`src/rtl/ladybird_aclint_responder_pkg.sv`:
```
// Shared ACLINT constants: register offsets, AXI response codes, register
// selector type and the byte-lane merge helper.
package ladybird_config;

  localparam logic [15:0] MSIP_OFF_DEFAULT     = 16'h0000;
  localparam logic [15:0] MTIMECMP_OFF_DEFAULT = 16'h4000;
  localparam logic [15:0] MTIME_OFF_DEFAULT    = 16'hBFF8;
  localparam logic [15:0] SETSSIP_OFF          = 16'hC000;

  localparam logic [1:0] RESP_OKAY   = 2'b00;
  localparam logic [1:0] RESP_SLVERR = 2'b10;

  typedef enum logic [2:0] {
    SEL_NONE,
    SEL_MSIP,
    SEL_CMP_LO,
    SEL_CMP_HI,
    SEL_MTIME_LO,
    SEL_MTIME_HI,
    SEL_SSIP
  } reg_sel_e;

  function automatic logic [31:0] merge_word(input logic [31:0] old_w,
                                             input logic [31:0] new_w,
                                             input logic [3:0]  strb);
    merge_word = old_w;
    for (int i = 0; i < 4; i++) begin
      if (strb[i]) merge_word[i*8 +: 8] = new_w[i*8 +: 8];
    end
  endfunction

endpackage

```
`src/rtl/ladybird_axi_interface.sv`:
```
// Minimal AXI4-Lite style bundle shared by the core master and its responders.
interface ladybird_axi_interface #(
  parameter int ADDR_W = 32,
  parameter int DATA_W = 32
);
  // Every channel transfers on a cycle where valid and ready are both high;
  // a valid, once raised, holds its payload stable until that cycle.
  logic              awvalid;
  logic              awready;
  logic [ADDR_W-1:0] awaddr;
  logic              wvalid;
  logic              wready;
  logic [DATA_W-1:0] wdata;
  logic [DATA_W/8-1:0] wstrb;
  logic              bvalid;
  logic              bready;
  logic [1:0]        bresp;
  logic              arvalid;
  logic              arready;
  logic [ADDR_W-1:0] araddr;
  logic              rvalid;
  logic              rready;
  logic [DATA_W-1:0] rdata;
  logic [1:0]        rresp;

  modport slave (
    input  awvalid, awaddr, wvalid, wdata, wstrb, bready, arvalid, araddr, rready,
    output awready, wready, bvalid, bresp, arready, rvalid, rdata, rresp
  );

  modport master (
    output awvalid, awaddr, wvalid, wdata, wstrb, bready, arvalid, araddr, rready,
    input  awready, wready, bvalid, bresp, arready, rvalid, rdata, rresp
  );
endinterface

```
`src/rtl/ladybird_aclint_responder_mtime_counter.sv`:
```
// Prescaled free-running 64-bit mtime counter with per-half write override.
module ladybird_mtime_counter #(
  parameter int PRESCALE = 100
) (
  input  logic        clk,
  input  logic        rst,
  input  logic        wr_lo,
  input  logic        wr_hi,
  input  logic [31:0] wr_data,
  output logic [63:0] mtime
);
  localparam int CW = (PRESCALE > 1) ? $clog2(PRESCALE) : 1;
  localparam logic [CW-1:0] LAST = CW'(PRESCALE - 1);

  logic [CW-1:0] count;

  always_ff @(posedge clk) begin
    if (rst) begin
      mtime <= '0;
      count <= '0;
    end else if (wr_lo || wr_hi) begin
      // A software write wins over this cycle's tick and restarts the prescaler.
      count <= '0;
      if (wr_lo) mtime[31:0]  <= wr_data;
      if (wr_hi) mtime[63:32] <= wr_data;
    end else if (count == LAST) begin
      count <= '0;
      mtime <= mtime + 64'd1;
    end else begin
      count <= count + 1'b1;
    end
  end
endmodule

```
`src/rtl/ladybird_aclint_responder.sv`:
```
// ACLINT MTIMER/MSWI responder on the core AXI bus; defining
// LADYBIRD_ACLINT_SSWI_EN adds the setssip register and ssip output.
module ladybird_aclint_responder
  import ladybird_config::*;
#(
  parameter int          AXI_DATA_W      = 32,
  parameter int          AXI_ADDR_W      = 32,
  parameter int          PRESCALE        = 100,
  parameter logic [15:0] MSIP_OFFSET     = MSIP_OFF_DEFAULT,
  parameter logic [15:0] MTIMECMP_OFFSET = MTIMECMP_OFF_DEFAULT,
  parameter logic [15:0] MTIME_OFFSET    = MTIME_OFF_DEFAULT
) (
  input  logic                 clk,
  input  logic                 rst,
  ladybird_axi_interface.slave axi,
  output logic [63:0]          rtc,
  output logic                 mtip,
  output logic                 msip
`ifdef LADYBIRD_ACLINT_SSWI_EN
  ,
  output logic                 ssip
`endif
);

  typedef enum logic [1:0] {W_IDLE, W_EXEC, W_RESP} w_state_e;
  typedef enum logic {R_IDLE, R_RESP} r_state_e;

  w_state_e w_state, w_next;
  r_state_e r_state, r_next;

  logic                  live;
  logic                  aw_held, w_held;
  logic [15:0]           aw_off;
  logic [AXI_DATA_W-1:0] w_data;
  logic [3:0]            w_strb;
  logic [1:0]            bresp_q, rresp_q;
  logic [AXI_DATA_W-1:0] rdata_q;
  logic [63:0]           mtime, mtimecmp;
  logic                  msip_q, ssip_bit;
  logic                  aw_hs, w_hs, ar_hs, exec;
  reg_sel_e              wr_sel, rd_sel;
  logic [31:0]           wr_merged, rd_value;
  logic                  unused_addr_hi;

  function automatic reg_sel_e decode(input logic [15:0] off);
    decode = SEL_NONE;
    if (off == MSIP_OFFSET)                  decode = SEL_MSIP;
    else if (off == MTIMECMP_OFFSET)         decode = SEL_CMP_LO;
    else if (off == MTIMECMP_OFFSET + 16'd4) decode = SEL_CMP_HI;
    else if (off == MTIME_OFFSET)            decode = SEL_MTIME_LO;
    else if (off == MTIME_OFFSET + 16'd4)    decode = SEL_MTIME_HI;
`ifdef LADYBIRD_ACLINT_SSWI_EN
    else if (off == SETSSIP_OFF)             decode = SEL_SSIP;
`endif
    if (off[1:0] != 2'b00) decode = SEL_NONE;
  endfunction

  function automatic logic [31:0] reg_value(input reg_sel_e    sel,
                                            input logic        msip_b,
                                            input logic        ssip_b,
                                            input logic [63:0] cmp,
                                            input logic [63:0] tim);
    reg_value = '0;
    case (sel)
      SEL_MSIP:     reg_value = {31'b0, msip_b};
      SEL_CMP_LO:   reg_value = cmp[31:0];
      SEL_CMP_HI:   reg_value = cmp[63:32];
      SEL_MTIME_LO: reg_value = tim[31:0];
      SEL_MTIME_HI: reg_value = tim[63:32];
      SEL_SSIP:     reg_value = {31'b0, ssip_b};
      default:      reg_value = '0;
    endcase
  endfunction

  assign unused_addr_hi = ^{axi.awaddr[AXI_ADDR_W-1:16], axi.araddr[AXI_ADDR_W-1:16]};

  // Readies stay low through reset and for the first cycle after it.
  assign axi.awready = live && (w_state == W_IDLE) && !aw_held;
  assign axi.wready  = live && (w_state == W_IDLE) && !w_held;
  assign axi.bvalid  = (w_state == W_RESP);
  assign axi.bresp   = bresp_q;
  assign axi.arready = live && (r_state == R_IDLE);
  assign axi.rvalid  = (r_state == R_RESP);
  assign axi.rdata   = rdata_q;
  assign axi.rresp   = rresp_q;

  assign aw_hs = axi.awvalid && axi.awready;
  assign w_hs  = axi.wvalid && axi.wready;
  assign ar_hs = axi.arvalid && axi.arready;
  assign exec  = (w_state == W_EXEC);

  assign wr_sel    = decode(aw_off);
  assign wr_merged = merge_word(reg_value(wr_sel, msip_q, ssip_bit, mtimecmp, mtime),
                                w_data, w_strb);
  assign rd_sel    = decode(axi.araddr[15:0]);
  assign rd_value  = reg_value(rd_sel, msip_q, ssip_bit, mtimecmp, mtime);

  ladybird_mtime_counter #(.PRESCALE(PRESCALE)) u_mtime (
    .clk     (clk),
    .rst     (rst),
    .wr_lo   (exec && (wr_sel == SEL_MTIME_LO)),
    .wr_hi   (exec && (wr_sel == SEL_MTIME_HI)),
    .wr_data (wr_merged),
    .mtime   (mtime)
  );

  always_comb begin
    w_next = w_state;
    case (w_state)
      W_IDLE:  if ((aw_held || aw_hs) && (w_held || w_hs)) w_next = W_EXEC;
      W_EXEC:  w_next = W_RESP;
      W_RESP:  if (axi.bready) w_next = W_IDLE;
      default: w_next = W_IDLE;
    endcase
  end

  always_comb begin
    r_next = r_state;
    case (r_state)
      R_IDLE:  if (ar_hs) r_next = R_RESP;
      R_RESP:  if (axi.rready) r_next = R_IDLE;
      default: r_next = R_IDLE;
    endcase
  end

  always_ff @(posedge clk) begin
    if (rst) begin
      live     <= 1'b0;
      w_state  <= W_IDLE;
      aw_held  <= 1'b0;
      w_held   <= 1'b0;
      aw_off   <= '0;
      w_data   <= '0;
      w_strb   <= '0;
      bresp_q  <= RESP_OKAY;
      mtimecmp <= '1;
      msip_q   <= 1'b0;
    end else begin
      live    <= 1'b1;
      w_state <= w_next;
      if (aw_hs) begin
        aw_off  <= axi.awaddr[15:0];
        aw_held <= 1'b1;
      end
      if (w_hs) begin
        w_data <= axi.wdata;
        w_strb <= axi.wstrb;
        w_held <= 1'b1;
      end
      if (exec) begin
        bresp_q <= (wr_sel == SEL_NONE) ? RESP_SLVERR : RESP_OKAY;
        case (wr_sel)
          SEL_MSIP:   msip_q          <= wr_merged[0];
          SEL_CMP_LO: mtimecmp[31:0]  <= wr_merged;
          SEL_CMP_HI: mtimecmp[63:32] <= wr_merged;
          default:    ;
        endcase
      end
      if ((w_state == W_RESP) && axi.bready) begin
        aw_held <= 1'b0;
        w_held  <= 1'b0;
      end
    end
  end

`ifdef LADYBIRD_ACLINT_SSWI_EN
  logic ssip_q;
  always_ff @(posedge clk) begin
    if (rst) ssip_q <= 1'b0;
    else if (exec && (wr_sel == SEL_SSIP)) ssip_q <= wr_merged[0];
  end
  assign ssip_bit = ssip_q;
  assign ssip     = ssip_q;
`else
  assign ssip_bit = 1'b0;
`endif

  // Reads sample registers before any same-edge write commit.
  always_ff @(posedge clk) begin
    if (rst) begin
      r_state <= R_IDLE;
      rdata_q <= '0;
      rresp_q <= RESP_OKAY;
    end else begin
      r_state <= r_next;
      if (ar_hs) begin
        rdata_q <= (rd_sel == SEL_NONE) ? '0 : rd_value;
        rresp_q <= (rd_sel == SEL_NONE) ? RESP_SLVERR : RESP_OKAY;
      end
    end
  end

  always_ff @(posedge clk) begin
    if (rst) mtip <= 1'b0;
    else     mtip <= (mtime >= mtimecmp);
  end

  assign rtc  = mtime;
  assign msip = msip_q;

endmodule

```
`src/flat_wrapper.sv`:
```
// flat-port wrapper written by rule: the top's interface ports become plain ports
module ladybird_aclint_responder_flat import ladybird_config::*;
#(
  parameter int          AXI_DATA_W      = 32,
  parameter int          AXI_ADDR_W      = 32,
  parameter int          PRESCALE        = 100,
  parameter logic [15:0] MSIP_OFFSET     = MSIP_OFF_DEFAULT,
  parameter logic [15:0] MTIMECMP_OFFSET = MTIMECMP_OFF_DEFAULT,
  parameter logic [15:0] MTIME_OFFSET    = MTIME_OFF_DEFAULT
)
  (clk, rst, rtc, mtip, msip, axi_awvalid, axi_awaddr, axi_wvalid, axi_wdata, axi_wstrb, axi_bready, axi_arvalid, axi_araddr, axi_rready, axi_awready, axi_wready, axi_bvalid, axi_bresp, axi_arready, axi_rvalid, axi_rdata, axi_rresp);
  ladybird_axi_interface axi_i ();
  input  logic clk;
  input  logic rst;
  output logic [63:0] rtc;
  output logic mtip;
  output logic msip;
  input wire logic [$bits(axi_i.awvalid)-1:0] axi_awvalid;
  input wire logic [$bits(axi_i.awaddr)-1:0] axi_awaddr;
  input wire logic [$bits(axi_i.wvalid)-1:0] axi_wvalid;
  input wire logic [$bits(axi_i.wdata)-1:0] axi_wdata;
  input wire logic [$bits(axi_i.wstrb)-1:0] axi_wstrb;
  input wire logic [$bits(axi_i.bready)-1:0] axi_bready;
  input wire logic [$bits(axi_i.arvalid)-1:0] axi_arvalid;
  input wire logic [$bits(axi_i.araddr)-1:0] axi_araddr;
  input wire logic [$bits(axi_i.rready)-1:0] axi_rready;
  output wire logic [$bits(axi_i.awready)-1:0] axi_awready;
  output wire logic [$bits(axi_i.wready)-1:0] axi_wready;
  output wire logic [$bits(axi_i.bvalid)-1:0] axi_bvalid;
  output wire logic [$bits(axi_i.bresp)-1:0] axi_bresp;
  output wire logic [$bits(axi_i.arready)-1:0] axi_arready;
  output wire logic [$bits(axi_i.rvalid)-1:0] axi_rvalid;
  output wire logic [$bits(axi_i.rdata)-1:0] axi_rdata;
  output wire logic [$bits(axi_i.rresp)-1:0] axi_rresp;
  assign axi_i.awvalid = axi_awvalid;
  assign axi_i.awaddr = axi_awaddr;
  assign axi_i.wvalid = axi_wvalid;
  assign axi_i.wdata = axi_wdata;
  assign axi_i.wstrb = axi_wstrb;
  assign axi_i.bready = axi_bready;
  assign axi_i.arvalid = axi_arvalid;
  assign axi_i.araddr = axi_araddr;
  assign axi_i.rready = axi_rready;
  assign axi_awready = axi_i.awready;
  assign axi_wready = axi_i.wready;
  assign axi_bvalid = axi_i.bvalid;
  assign axi_bresp = axi_i.bresp;
  assign axi_arready = axi_i.arready;
  assign axi_rvalid = axi_i.rvalid;
  assign axi_rdata = axi_i.rdata;
  assign axi_rresp = axi_i.rresp;
  ladybird_aclint_responder #(.AXI_DATA_W(AXI_DATA_W), .AXI_ADDR_W(AXI_ADDR_W), .PRESCALE(PRESCALE), .MSIP_OFFSET(MSIP_OFFSET), .MTIMECMP_OFFSET(MTIMECMP_OFFSET), .MTIME_OFFSET(MTIME_OFFSET)) u_core (.clk(clk), .rst(rst), .axi(axi_i), .rtc(rtc), .mtip(mtip), .msip(msip));
endmodule
```
`config.mk`:
```
export PLATFORM = sky130hd
export DESIGN_NAME = ladybird_aclint_responder_flat
export DESIGN_NICKNAME = d
export VERILOG_FILES = /design/src/rtl/ladybird_aclint_responder_pkg.sv /design/src/rtl/ladybird_axi_interface.sv /design/src/rtl/ladybird_aclint_responder_mtime_counter.sv /design/src/rtl/ladybird_aclint_responder.sv /design/src/flat_wrapper.sv
export SDC_FILE = /design/constraint.sdc
export NUM_CORES = 1
export LEC_CHECK = 0
export ABC_AREA = 1
export CAP_MARGIN = 10
export CORE_UTILIZATION = 35
export DETAILED_ROUTE_END_ITERATION = 6
export PLACE_DENSITY_LB_ADDON = 0.3
export SYNTH_ARGS = -nofsm -noshare
export SYNTH_HDL_FRONTEND = slang
export SYNTH_SLANG_ARGS = --single-unit
```
`constraint.sdc`:
```
create_clock -name clk -period 5 [get_ports clk]
set_input_delay 0.5 -clock clk [delete_from_list [all_inputs] [get_ports clk]]
set_output_delay 0.5 -clock clk [all_outputs]
set_load 0.02 [all_outputs]
```
==> results.sh <==
export IMPL_numClockSinks=229
export IMPL_grt_pass1_wl_um=92160
export IMPL_syn_avg_cell_area_um2=6.246
export IMPL_fin_area_um2=17630
export IMPL_worst_slack_ps=1874
export IMPL_postCtsSetupBuffers=0
export IMPL_grt_pass1_vias=15571
export IMPL_cts_buffers=28
export IMPL_clockRootBuffer="clkbuf_16"
export IMPL_ant_nets=0
export IMPL_num_vias=16682
export IMPL_io_pins=214
export IMPL_max_freq_ghz=0.3199
export IMPL_period_needed_ps=3126
export IMPL_syn_to_final_growth_pct=21.92
export IMPL_clk_pin_slew_ps=60
export IMPL_place_ws_ps=1994
export IMPL_hold_path_class="input pin to flop"
export IMPL_cts_tree="done"
export IMPL_syn_inst=2315
export IMPL_cts_hold_buf=0
export IMPL_die_h_um=205.3
export IMPL_grt_use_total=0.2849
export IMPL_via_per_inst=5.583
export IMPL_rows=74
export IMPL_finalSetupViolations=0
export IMPL_drv_cap=0
export IMPL_fin_hold_ws_ps=388.1
export IMPL_seq_area_frac_synth=0.3170
export IMPL_critical_path_class="flop to flop"
export IMPL_drcViolationCount=0
export IMPL_start_util=0.3541
export IMPL_core_um2=40830
export IMPL_p_leak_nw=7.288
export IMPL_hpwl_um=43550
export IMPL_regArea_um2=4584
export IMPL_setup_tns_final_ps=0
export IMPL_power_density_nw_per_um2=250.0
export IMPL_drt_iter0_drc=1616
export IMPL_drv_slew=0
export IMPL_multiInputGateArea_um2=8611
export IMPL_synth_distinct_cells=37
export IMPL_outcome="complete, no violations"
export IMPL_drive_gt1_frac=0.04360
export IMPL_yosysWarnings=0
export IMPL_final_cell_mix="641 x nand2_1, 266 x a21oi_1, 229 x dfxtp_1"
export IMPL_routedWlPerCell_um=20.35
export IMPL_peakVddDrop_v=0.0002625
export IMPL_gp_congestion=1.013
export IMPL_start_kind="flop"
export IMPL_synth_ff_type="dfxtp_1"
export IMPL_die_area_um2=42130
export IMPL_relSlewSlack=0.2329
export IMPL_crit_path_end_kind="flop"
export IMPL_syn_cell_area_um2=14460
export IMPL_ys_ff_latch=229
export IMPL_fin_nets=2605
export IMPL_reg2reg_depth=10
export IMPL_placed_cell_area_um2=16640
export IMPL_synth_async_reset_ratio=0
export IMPL_rsz0062_at_grt="false"
export IMPL_h_tree_depth=1
export IMPL_fill_cells=4307
export IMPL_clk_latency_ps=590
export IMPL_synth_edff_count=0
export IMPL_grt_remaining_overflow=0
export IMPL_ctsResizeCount=0
export IMPL_io_buffers=179
export IMPL_period_share=0.6252
export IMPL_finalHoldViolCount=0
export IMPL_final_common_cell="nand2_1"
export IMPL_die_width_um=205.3
export IMPL_grt_max_degree=94
export IMPL_fin_skew_ps=36.67
export IMPL_total_power_mw=4.408
export IMPL_critPathMaxFanout=39
export IMPL_antenna_found_initial=0
export IMPL_wirelength_um=60820
export IMPL_r2r_slack_ps=1870
export IMPL_worst_pin_slew_ps=1148
export IMPL_required_ps=5440
export IMPL_cp_arrival_ps=3570
export IMPL_min_delay_path_depth=2
export IMPL_first_pass_iters=6
export IMPL_clockBufferDepth=3
## path summary, 6_finish.rpt
| check | start | to |
|---|---|---|
| setup / recovery | u_core.aw_off[12] | u_core.u_mtime.mtime[61] |
| hold / removal | rst | u_core.w_data[17] |
| setup reg to reg | u_core.aw_off[12] | u_core.u_mtime.mtime[61] |
| hold reg to reg | u_core.u_mtime.count[0] | u_core.u_mtime.count[0] |
## state kept, by name (all words and copies together) (netlist names), 2 cells and up
register and count:
u_core.mtimecmp 64, u_core.u_mtime.mtime 64, u_core.w_strb 4, u_core.axi.rdata 32
u_core.u_mtime.count 7, u_core.w_data 32, u_core.w_state 2, u_core.aw_off 16
## per-layer routing
layer	up-vias	wire [µm]	track usage
met3	128	5626	0.05100
met2	836	26180	0.4373
met1	7799	27180	0.3987
met5	-	0	0
met4	0	1825	0.09683
li1	7919	-	-
## report_power, final
group,internal (mW),switching [mW]
sequential,1.86,0.0293
clock,1.32,0.872
combinational,0.116,0.218
total,3.29,1.12
## Yosys cell counts, types with 31 or more instances
library cell,number,area share
dfxtp_1,229,0.32
ha_1,66,0.057
nand4_1,31,0.013
nand3_1,173,0.060
o22ai_1,31,0.013
o21ai_0,211,0.073
inv_1,212,0.055
clkbuf_1,73,0.019
o21ai_1,43,0.015
nor2_1,194,0.050
a21oi_1,266,0.092
nand2_1,643,0.17
## final cells by class
cell class / instances / area share
Multi-Input combinational cell: 1755 / 0.4884
Clock buffer: 41 / 0.04762
Clock inverter: 11 / 0.008375
Tap cell: 532 / 0.03776
Sequential cell: 229 / 0.2600
Antenna cell: 2 / 0.0002839
Inverter: 215 / 0.04578
Timing Repair Buffer: 203 / 0.1117
## logic make-up (layout without fill, tap and decap cells)
logic type / count (synthesis) / after routing / share of synthesized area
simple gates: 1075 / 1075 / 0.3068
compound gates: 593 / 593 / 0.2168
buf+inv: 332 / 470 / 0.09042
flops: 229 / 229 / 0.3170
fa+ha+maj: 66 / 66 / 0.05711
xor+xnor: 19 / 19 / 0.01151
other cells: 1 / 4 / 0.0002593
## critical path: stages, from the launching register on
cell and delay [ps]:
dfxtp_1 380, nand4_1 140, nor2_2 120, buf_4 490
nand3_2 180, a21boi_2 170, buf_4 440, inv_1 440
buf_4 350, o21ai_0 170, a21oi_1 60
## metrics by stage
| step | cells | util |
|---|---|---|
| finish | 2988 | 0.4318 |
| global route | 2986 | 0.4316 |
| CTS | 2986 | 0.4316 |
| detailed placement | 2934 | 0.4075 |
| global placement | 2934 | 0.4075 |
| floorplan | 2316 | - |
Note: power is estimated with default switching activity, not from simulation.
